$ cat src/rtl/systolic_output_accumulator_if.sv
// systolic_output_accumulator_if: tile input, row drain and status signals of the output accumulator.
// sat_flag exists only when ACC_SATURATE_EN is defined.
interface systolic_output_accumulator_if #(
    parameter int MATRIX_SIZE = 8,
    parameter int PSUM_BW = 16,
    parameter int ACC_BW = 24
);
    localparam int IW = $clog2(MATRIX_SIZE);
    logic start;
    logic acc_mode;
    logic [MATRIX_SIZE*PSUM_BW-1:0] psum_in;
    logic [MATRIX_SIZE-1:0] psum_valid;
    logic [MATRIX_SIZE*ACC_BW-1:0] out_row;
    logic [IW-1:0] out_row_idx;
    logic out_valid;
    logic out_ready;
    logic busy;
    logic done;
    logic err;
`ifdef ACC_SATURATE_EN
    logic sat_flag;
`endif
    modport master (
        output start, acc_mode, psum_in, psum_valid, out_ready,
        input out_row, out_row_idx, out_valid, busy, done, err
`ifdef ACC_SATURATE_EN
        , input sat_flag
`endif
    );
    modport slave (
        input start, acc_mode, psum_in, psum_valid, out_ready,
        output out_row, out_row_idx, out_valid, busy, done, err
`ifdef ACC_SATURATE_EN
        , output sat_flag
`endif
    );
endinterface

$ cat src/rtl/systolic_output_accumulator.sv
// systolic_output_accumulator: deskews PE-column partial sums into rows, optionally accumulates, drains rows.
// Define ACC_SATURATE_EN for saturating accumulation and the sticky sat_flag output.
module systolic_output_accumulator #(
    parameter int MATRIX_SIZE = 8,
    parameter int PSUM_BW = 16,
    parameter int ACC_BW = 24
) (
    input logic clk,
    input logic rstn,
    systolic_output_accumulator_if.slave bus
);
    localparam int IW = $clog2(MATRIX_SIZE);
    localparam int CW = $clog2(MATRIX_SIZE + 1);
`ifdef ACC_SATURATE_EN
    localparam int SW = ACC_BW + 1;
`else
    localparam int SW = ACC_BW;
`endif
    typedef enum logic [1:0] {IDLE, COLLECT, DRAIN} state_t;
    state_t state, state_nxt;
    logic mode, done_q, err_q, all_full, accept, hs, last;
    logic [IW-1:0] idx, rd_idx;
    logic [CW-1:0] cnt [MATRIX_SIZE];
    logic [ACC_BW-1:0] acc [MATRIX_SIZE][MATRIX_SIZE];
    logic [SW-1:0] sum [MATRIX_SIZE];
    logic [ACC_BW-1:0] wr_val [MATRIX_SIZE];
    logic [MATRIX_SIZE-1:0] wr_en, drop;
    logic [MATRIX_SIZE*ACC_BW-1:0] row, rd_row;
`ifdef ACC_SATURATE_EN
    logic [MATRIX_SIZE-1:0] sat;
    logic sat_q;
`endif

    always_ff @(posedge clk)
        state <= !rstn ? IDLE : state_nxt;

    always_comb begin
        state_nxt = state;
        case (state)
            IDLE: state_nxt = bus.start ? COLLECT : IDLE;
            COLLECT: state_nxt = all_full ? DRAIN : COLLECT;
            DRAIN: state_nxt = hs && last ? IDLE : DRAIN;
            default: state_nxt = IDLE;
        endcase
    end

    // Each column writes the row slot its own counter points at, so skew needs no alignment.
    always_comb begin
        accept = state == IDLE && bus.start;
        hs = state == DRAIN && bus.out_ready;
        last = idx == IW'(MATRIX_SIZE - 1);
        rd_idx = state == DRAIN ? idx + IW'(1) : '0;
        all_full = 1'b1;
        for (int c = 0; c < MATRIX_SIZE; c++) begin
            all_full = all_full && cnt[c] == CW'(MATRIX_SIZE);
            wr_en[c] = state == COLLECT && bus.psum_valid[c] && cnt[c] != CW'(MATRIX_SIZE);
            drop[c] = state == COLLECT && bus.psum_valid[c] && cnt[c] == CW'(MATRIX_SIZE);
            sum[c] = (mode ? SW'($signed(acc[cnt[c][IW-1:0]][c])) : '0)
                   + SW'($signed(bus.psum_in[c*PSUM_BW +: PSUM_BW]));
`ifdef ACC_SATURATE_EN
            sat[c] = wr_en[c] && sum[c][ACC_BW] != sum[c][ACC_BW-1];
            wr_val[c] = !sat[c] ? sum[c][ACC_BW-1:0]
                      : sum[c][ACC_BW] ? {1'b1, {(ACC_BW-1){1'b0}}} : {1'b0, {(ACC_BW-1){1'b1}}};
`else
            wr_val[c] = sum[c];
`endif
        end
        for (int c = 0; c < MATRIX_SIZE; c++)
            rd_row[c*ACC_BW +: ACC_BW] = acc[rd_idx][c];
    end

    always_ff @(posedge clk) begin
        if (!rstn) begin
            mode <= 1'b0;
            done_q <= 1'b0;
            err_q <= 1'b0;
            idx <= '0;
            row <= '0;
`ifdef ACC_SATURATE_EN
            sat_q <= 1'b0;
`endif
            for (int c = 0; c < MATRIX_SIZE; c++)
                cnt[c] <= '0;
            for (int r = 0; r < MATRIX_SIZE; r++)
                for (int c = 0; c < MATRIX_SIZE; c++)
                    acc[r][c] <= '0;
        end else begin
            done_q <= hs && last;
            if (accept)
                mode <= bus.acc_mode;
            err_q <= !accept && (err_q || bus.start || |drop);
`ifdef ACC_SATURATE_EN
            sat_q <= !accept && (sat_q || |sat);
`endif
            // Row register preloads row 0 on entry to DRAIN, then the next row on each handshake.
            if (state == COLLECT && all_full || hs) begin
                idx <= rd_idx;
                row <= rd_row;
            end
            for (int c = 0; c < MATRIX_SIZE; c++) begin
                if (accept)
                    cnt[c] <= '0;
                else if (wr_en[c]) begin
                    cnt[c] <= cnt[c] + CW'(1);
                    acc[cnt[c][IW-1:0]][c] <= wr_val[c];
                end
            end
        end
    end

    always_comb begin
        bus.busy = state != IDLE;
        bus.out_valid = state == DRAIN;
        bus.out_row = row;
        bus.out_row_idx = idx;
        bus.done = done_q;
        bus.err = err_q;
`ifdef ACC_SATURATE_EN
        bus.sat_flag = sat_q;
`endif
    end
endmodule

$ cat src/flat_wrapper.sv
// flat-port wrapper written by rule: the top's interface ports become plain ports
module systolic_output_accumulator_flat 
#(
    parameter int MATRIX_SIZE = 8,
    parameter int PSUM_BW = 16,
    parameter int ACC_BW = 24
)
  (clk, rstn, bus_start, bus_acc_mode, bus_psum_in, bus_psum_valid, bus_out_ready, bus_out_row, bus_out_row_idx, bus_out_valid, bus_busy, bus_done, bus_err);
  systolic_output_accumulator_if #(.MATRIX_SIZE(MATRIX_SIZE), .PSUM_BW(PSUM_BW), .ACC_BW(ACC_BW)) bus_i ();
  input logic clk;
  input logic rstn;
  input wire logic [$bits(bus_i.start)-1:0] bus_start;
  input wire logic [$bits(bus_i.acc_mode)-1:0] bus_acc_mode;
  input wire logic [$bits(bus_i.psum_in)-1:0] bus_psum_in;
  input wire logic [$bits(bus_i.psum_valid)-1:0] bus_psum_valid;
  input wire logic [$bits(bus_i.out_ready)-1:0] bus_out_ready;
  output wire logic [$bits(bus_i.out_row)-1:0] bus_out_row;
  output wire logic [$bits(bus_i.out_row_idx)-1:0] bus_out_row_idx;
  output wire logic [$bits(bus_i.out_valid)-1:0] bus_out_valid;
  output wire logic [$bits(bus_i.busy)-1:0] bus_busy;
  output wire logic [$bits(bus_i.done)-1:0] bus_done;
  output wire logic [$bits(bus_i.err)-1:0] bus_err;
  assign bus_i.start = bus_start;
  assign bus_i.acc_mode = bus_acc_mode;
  assign bus_i.psum_in = bus_psum_in;
  assign bus_i.psum_valid = bus_psum_valid;
  assign bus_i.out_ready = bus_out_ready;
  assign bus_out_row = bus_i.out_row;
  assign bus_out_row_idx = bus_i.out_row_idx;
  assign bus_out_valid = bus_i.out_valid;
  assign bus_busy = bus_i.busy;
  assign bus_done = bus_i.done;
  assign bus_err = bus_i.err;
  systolic_output_accumulator #(.MATRIX_SIZE(MATRIX_SIZE), .PSUM_BW(PSUM_BW), .ACC_BW(ACC_BW)) u_core (.clk(clk), .rstn(rstn), .bus(bus_i));
endmodule
$ cat config.mk
export PLATFORM = sky130hd
export DESIGN_NAME = systolic_output_accumulator_flat
export DESIGN_NICKNAME = d
export VERILOG_FILES = /design/src/rtl/systolic_output_accumulator_if.sv /design/src/rtl/systolic_output_accumulator.sv /design/src/flat_wrapper.sv
export SDC_FILE = /design/constraint.sdc
export NUM_CORES = 2
export LEC_CHECK = 0
export CAP_MARGIN = 20
export CORE_MARGIN = 3
export CORE_UTILIZATION = 30
export CTS_BUF_LIST = sky130_fd_sc_hd__clkbuf_16
export DETAILED_ROUTE_END_ITERATION = 12
export PLACE_DENSITY = 0.5
export SLEW_MARGIN = 20
export SYNTH_ARGS = -nofsm -noshare
export SYNTH_HDL_FRONTEND = slang
export SYNTH_SLANG_ARGS = --single-unit
$ cat constraint.sdc
create_clock -name clk -period 5.86 [get_ports clk]
set_input_delay 0.586 -clock clk [delete_from_list [all_inputs] [get_ports clk]]
set_output_delay 0.586 -clock clk [all_outputs]
set_load 0.005 [all_outputs]
# Word level (Yosys, flattened, before mapping)
# Memory sizes are Yosys's and may differ from the RTL's. A register that Yosys moved wholly into a read port is not among the register bits.
# Cells that the tools add are included.
[word_totals]
regBits = 8
ramBits = 1568
input_bits = 141
output_inout_bits = 199
wordCells = 200
memories = 2
[classes]
addsub = 17
eq_ne = 19
mux = 89
bitwise_logic = 16
n_reduce_logical = 52
[memory_table]
columns = ["name", "words", "word_bits", "read_ports", "rd_clocked_by_memory_dff", "write_ports", "line_no", "source"]
rows = [
  ["u_core.acc", 8, 192, 9, 1, 8, "systolic_output_accumulator.sv:24", "logic [ACC_BW-1:0] acc [MATRIX_SIZE][MATRIX_SIZE];"],
  ["u_core.cnt", 8, 4, 8, 0, 8, "systolic_output_accumulator.sv:23", "logic [CW-1:0] cnt [MATRIX_SIZE];"],
]
[ops]
columns = ["operator", "n"]
rows = [
  ["$mux W192", 8],
  ["$reduce_or A192 Y1", 8],
  ["$add A24 B24 Y24", 8],
  ["$mux W24", 8],
  ["$mux W4", 16],
  ["$mux W1", 37],
  ["$logic_and A1 B1 Y1", 36],
  ["$add A4 B1 Y4 const B", 8],
  ["$eq A4 B4 Y1 const B", 8],
  ["$ne A4 B4 Y1 const B", 8],
  ["$mux W3", 9],
  ["$mux W2", 10],
  ["$or A1 B1 Y1", 16],
  ["$reduce_or A8 Y1", 1],
  ["$pmux W2 S3", 1],
  ["$add A3 B1 Y3 const B", 1],
  ["$eq A3 B3 Y1 const B", 1],
  ["$logic_or A1 B1 Y1", 3],
  ["$eq A2 B1 Y1 const B", 1],
  ["$eq A2 B2 Y1 const B", 1],
  ["$logic_not A1 Y1", 2],
  ["$logic_not A2 Y1", 1],
  ["$reduce_bool A2 Y1", 1],
]

# Longest topological paths before layout
# An unclocked memory read counts as a cell.
[depth]
ltp_word = 11
depth_mapped = 16
depth_no_buf = 13

# Least setup slack after synthesis
# Ideal clock, no wire load.
[synth_path]
path_type = "register -> register"
start = "memory u_core.cnt[0][20] (netlist bit)"
end = "memory u_core.acc[0][68] (netlist bit) (data pin)"
setup_ns = 0.271
arrival_ns = 3.916
required_time_ns = 5.589
path_slack_ns = 1.673
path_stages_with_launch = 16
path_buffers = 3
synth_period_minus_slack_ns = 4.187
cell_sequence = "edfxtp_1 -> clkbuf_1 -> buf_2 -> buf_2 -> mux4_2 -> nand2_1 -> a21boi_0 -> ha_1 -> fa_1 -> a211oi_1 -> o21bai_1 -> a211oi_1 -> o21bai_1 -> a41oi_1 -> xor2_1 -> nor2_1"
[synth_rtl]
columns = ["element", "line_no"]
rows = [
  ["from (decl)", "systolic_output_accumulator.sv:23"],
  ["to (decl)", "systolic_output_accumulator.sv:24"],
]

==> results.md <==
- Antenna-violating nets left: 0
- Clock skew: 0.0530 ns
- CP Capture Type: register
- Vias: around 70,000
- Seq cells post-synth: 1,768
- Worst slack, placed: about 0.93 ns
- # Post-CTS Setup Buffers: 0
- Io pins: 340
- Placed Cells incl. Taps: around 12,000
- Layout area overhead: 15.5%
- Pwr Total: 30.1 mW
- Worst hold slack: 0.124 ns
- WP data arrival: 5.62 ns
- Hold_sp: rstn
- Insertion delay to the later sink of the worst-skew pair: about 0.89 ns
- Hold buffers post-CTS: 0
- Cell area power density: between 200 and 300 nW/um^2
- Final Max Tran Viols: 0
- Cell Area, Synth: a little under 100,000 um^2
- Syn Area/Cell: ~12 um^2
- Gate power share: 0.105
- Clock Path Buffers: 4
- Initial Util: 0.302
- Core ar.: about 320,000 um^2
- Reg-to-reg slack, setup: ~1 ns
- Final setup violation count: 0
- Worst r2r path cells: 10
- H-Tree Depth: 4
- Yosys cell types: 100
- Post-layout min period: 4.86 ns
- Vias in the first global route: between 70,000 and 80,000
- Final TNS setup: 0 ns
- Pin count of the biggest net entering global routing: 133
- Status: completed
- Primary FF master, synth: edfxtp_1
- Setup slack after layout: between 0.9 and 1 ns
- Switching Power: 7.71 mW
- Wire per inst: 26.3 um
- CTS Sinks: 1,768
- Async S/R FF share, synth: 0
- Hold Crit Depth: 2
- Worst r2r src: u_core.cnt[0][1]
- Post-CTS sizing: 0
- Avg Vias per Cell: 5.53
- RR Endpoint: u_core.bus.out_row[159]
- Fraction of layout instances using a drive strength above 1: 0.138
- Static Leakage: roughly 42 nW
- Row cnt: ~210
- Yosys warning count: 0
- TritonCTS clock tree: yes
- Worst-Margin Slew: between 1 and 1.5 ns
- Final Cycle Share: 0.830
- Worst Path Max Fanout: 91
- Gpl congestion: between 0.8 and 0.9
- Antenna violations before repair: 22
- Seq/Total Area, Yosys: 0.532
- Die X: roughly 570 um
- Relative slew slack: 0.227
- Max Freq: 206 MHz
- Clock share of power: 0.417
- Max-cap violations: 0
- DP Area: 104,000 um^2
- Seq pwr share: 0.478
- Syn_nets: around 8,500
- Residual DRC: 0
- Hold worst-path end: u_core.bus.out_row[9]
- Critical path launch point type: register
- Fin area: about 110,000 um^2
- Drt total wl: 333 mm
- Crit Path Class: reg -> reg
- RSZ-0062 raised after global routing: no
- Clk slew on worst S/H paths: around 0.060 ns
- Switch share: 0.256
- Min-delay worst type: in -> reg
- Aggregate global routing overflow: 0
- Req. time, crit path: approximately 6.6 ns
- Final hold violation count: 0
- Starting DRT DRC Count: about 7,100
- Number of synthesized flops with an enable pin: about 1,600
- Post-DP HPWL: ~210 mm
- Die ar.: roughly 330,000 um^2
- Net total in the final layout: a little under 9,000
- Root Driver: clkbuf_16
- Post-Syn Instances: between 8,000 and 9,000
- Int Pwr: around 22 mW
- First-pass GRT wire length: 485 mm
- Die Y: about 570 um
- Peak supply drop: 0.248 mV
- Gr usage total: 0.198
- TritonCTS Buffers: roughly 210
- Final core occ: 0.348
- Fin cells: about 13,000
- Port Buf Inserts: 339
- Total iterations of the first detailed-routing run: 6
-- area by class of cell --
type | instances | area, um^2
diodes | 11 | 27.5
clock inverters | 170 | 1210
multi-input cells | 5674 | 42100
fillers | 31300 | 208000
clock buffers | 212 | 5310
well taps | 4180 | 5230
flip-flops and latches | 1768 | 51100
repair buffers | 584 | 5730
inverters | 78 | 293
-- cells by family after synthesis --
logic type,Yosys count,share of synthesized area
buf+inv,685,0.0309
compound gates,1766,0.122
simple gates,2759,0.117
mux,772,0.155
fa+ha+maj,210,0.0280
xor+xnor,167,0.0159
flops,1768,0.532
-- power by group through the flow --
stage | clock network [mW] | registers (mW) | logic [mW]
4_1_cts | 12.9 | 14.4 | 3.18
5_1_grt | 13.4 | 14.4 | 3.42
2_1_floorplan | 0 | 14.5 | 2.12
3_3_place_gp | 0 | 14.6 | 3.14
6_report | 12.6 | 14.4 | 3.16
3_5_place_dp | 0 | 14.6 | 3.16
-- how the worst max path moves through the flow --
stage,end,start,slack [ns]
finish,u_core.bus.out_row[159],u_core.cnt[0][1],1.0
global route,u_core.bus.out_row[159],u_core.cnt[0][1],0.68
CTS,u_core.bus.out_row[159],u_core.cnt[0][1],0.94
detailed placement,u_core.bus.out_row[159],u_core.cnt[0][1],0.93
global placement,u_core.bus.out_row[159],u_core.cnt[0][1],0.81
floorplan,u_core.acc[0][68],u_core.cnt[0][20],1.67
-- worst max-delay path, stage by stage (launching register included) --
cell      delay [ns]
edfxtp_1        0.63
inv_2           0.65
ha_1            0.28
nand3b_1        0.26
nor4_1          0.52
nand4_1         0.21
nor2_1          0.39
a21o_4          0.64
buf_12          0.45
o211ai_1        0.34
o211a_1         0.22
-- cell usage after synthesis (75+ instances only) --
cell      instances  area (um^2)
a21boi_0        192         1440
a21oi_1         202         1010
buf_2           109          546
clkbuf_1        419         1570
dfxtp_1         200         4000
edfxtp_1       1568        47100
ha_1            202         2530
mux2i_1         195         1950
mux4_2          576        13000
nand2_1         821         3080
nand3_1          75          375
nor2_1         1551         5820
nor3_1           98          490
o211a_1         193         1930
o211ai_1        213         1600
o21ai_0         672         3360
xnor2_1          79          692
xor2_1           79          692
-- metal layers --
metal  share of wire  global-route usage  wire (um)
met3           0.066              0.0263      21900
met5               0                   0          0
met2            0.48               0.329     159000
met1            0.43               0.269     143000
met4           0.029              0.0605       9810
-- cell usage in the layout, fill, tap and decap left out, drive strengths merged, types with 21 or more instances in the layout --
| cell | netlist | layout |
|---|---|---|
| a211oi | 21 | 21 |
| a21boi | 199 | 199 |
| a21o | 65 | 65 |
| a21oi | 205 | 205 |
| a31oi | 32 | 32 |
| and2 | 28 | 28 |
| and3 | 24 | 24 |
| buf | 186 | 245 |
| clkbuf | 421 | 213 |
| clkdlybuf4s50 | 0 | 338 |
| clkinv | 1 | 92 |
| dfxtp | 200 | 200 |
| edfxtp | 1568 | 1568 |
| ha | 202 | 202 |
| inv | 77 | 138 |
| mux2i | 195 | 195 |
| mux4 | 576 | 576 |
| nand2 | 822 | 822 |
| nand3 | 75 | 75 |
| nand4 | 25 | 25 |
| nor2 | 1558 | 1558 |
| nor2b | 24 | 24 |
| nor3 | 100 | 100 |
| nor4 | 30 | 30 |
| o211a | 193 | 193 |
| o211ai | 214 | 214 |
| o21a | 39 | 39 |
| o21ai | 691 | 691 |
| xnor2 | 83 | 83 |
| xor2 | 84 | 84 |
-- state kept, by name, indices dropped and copies added (netlist names) --
register,count
u_core.acc,1536
u_core.bus.done,1
u_core.bus.err,1
u_core.bus.out_row,192
u_core.bus.out_row_idx,3
u_core.cnt,32
u_core.mode,1
u_core.state,2
Power figures use the tool's default switching activity.
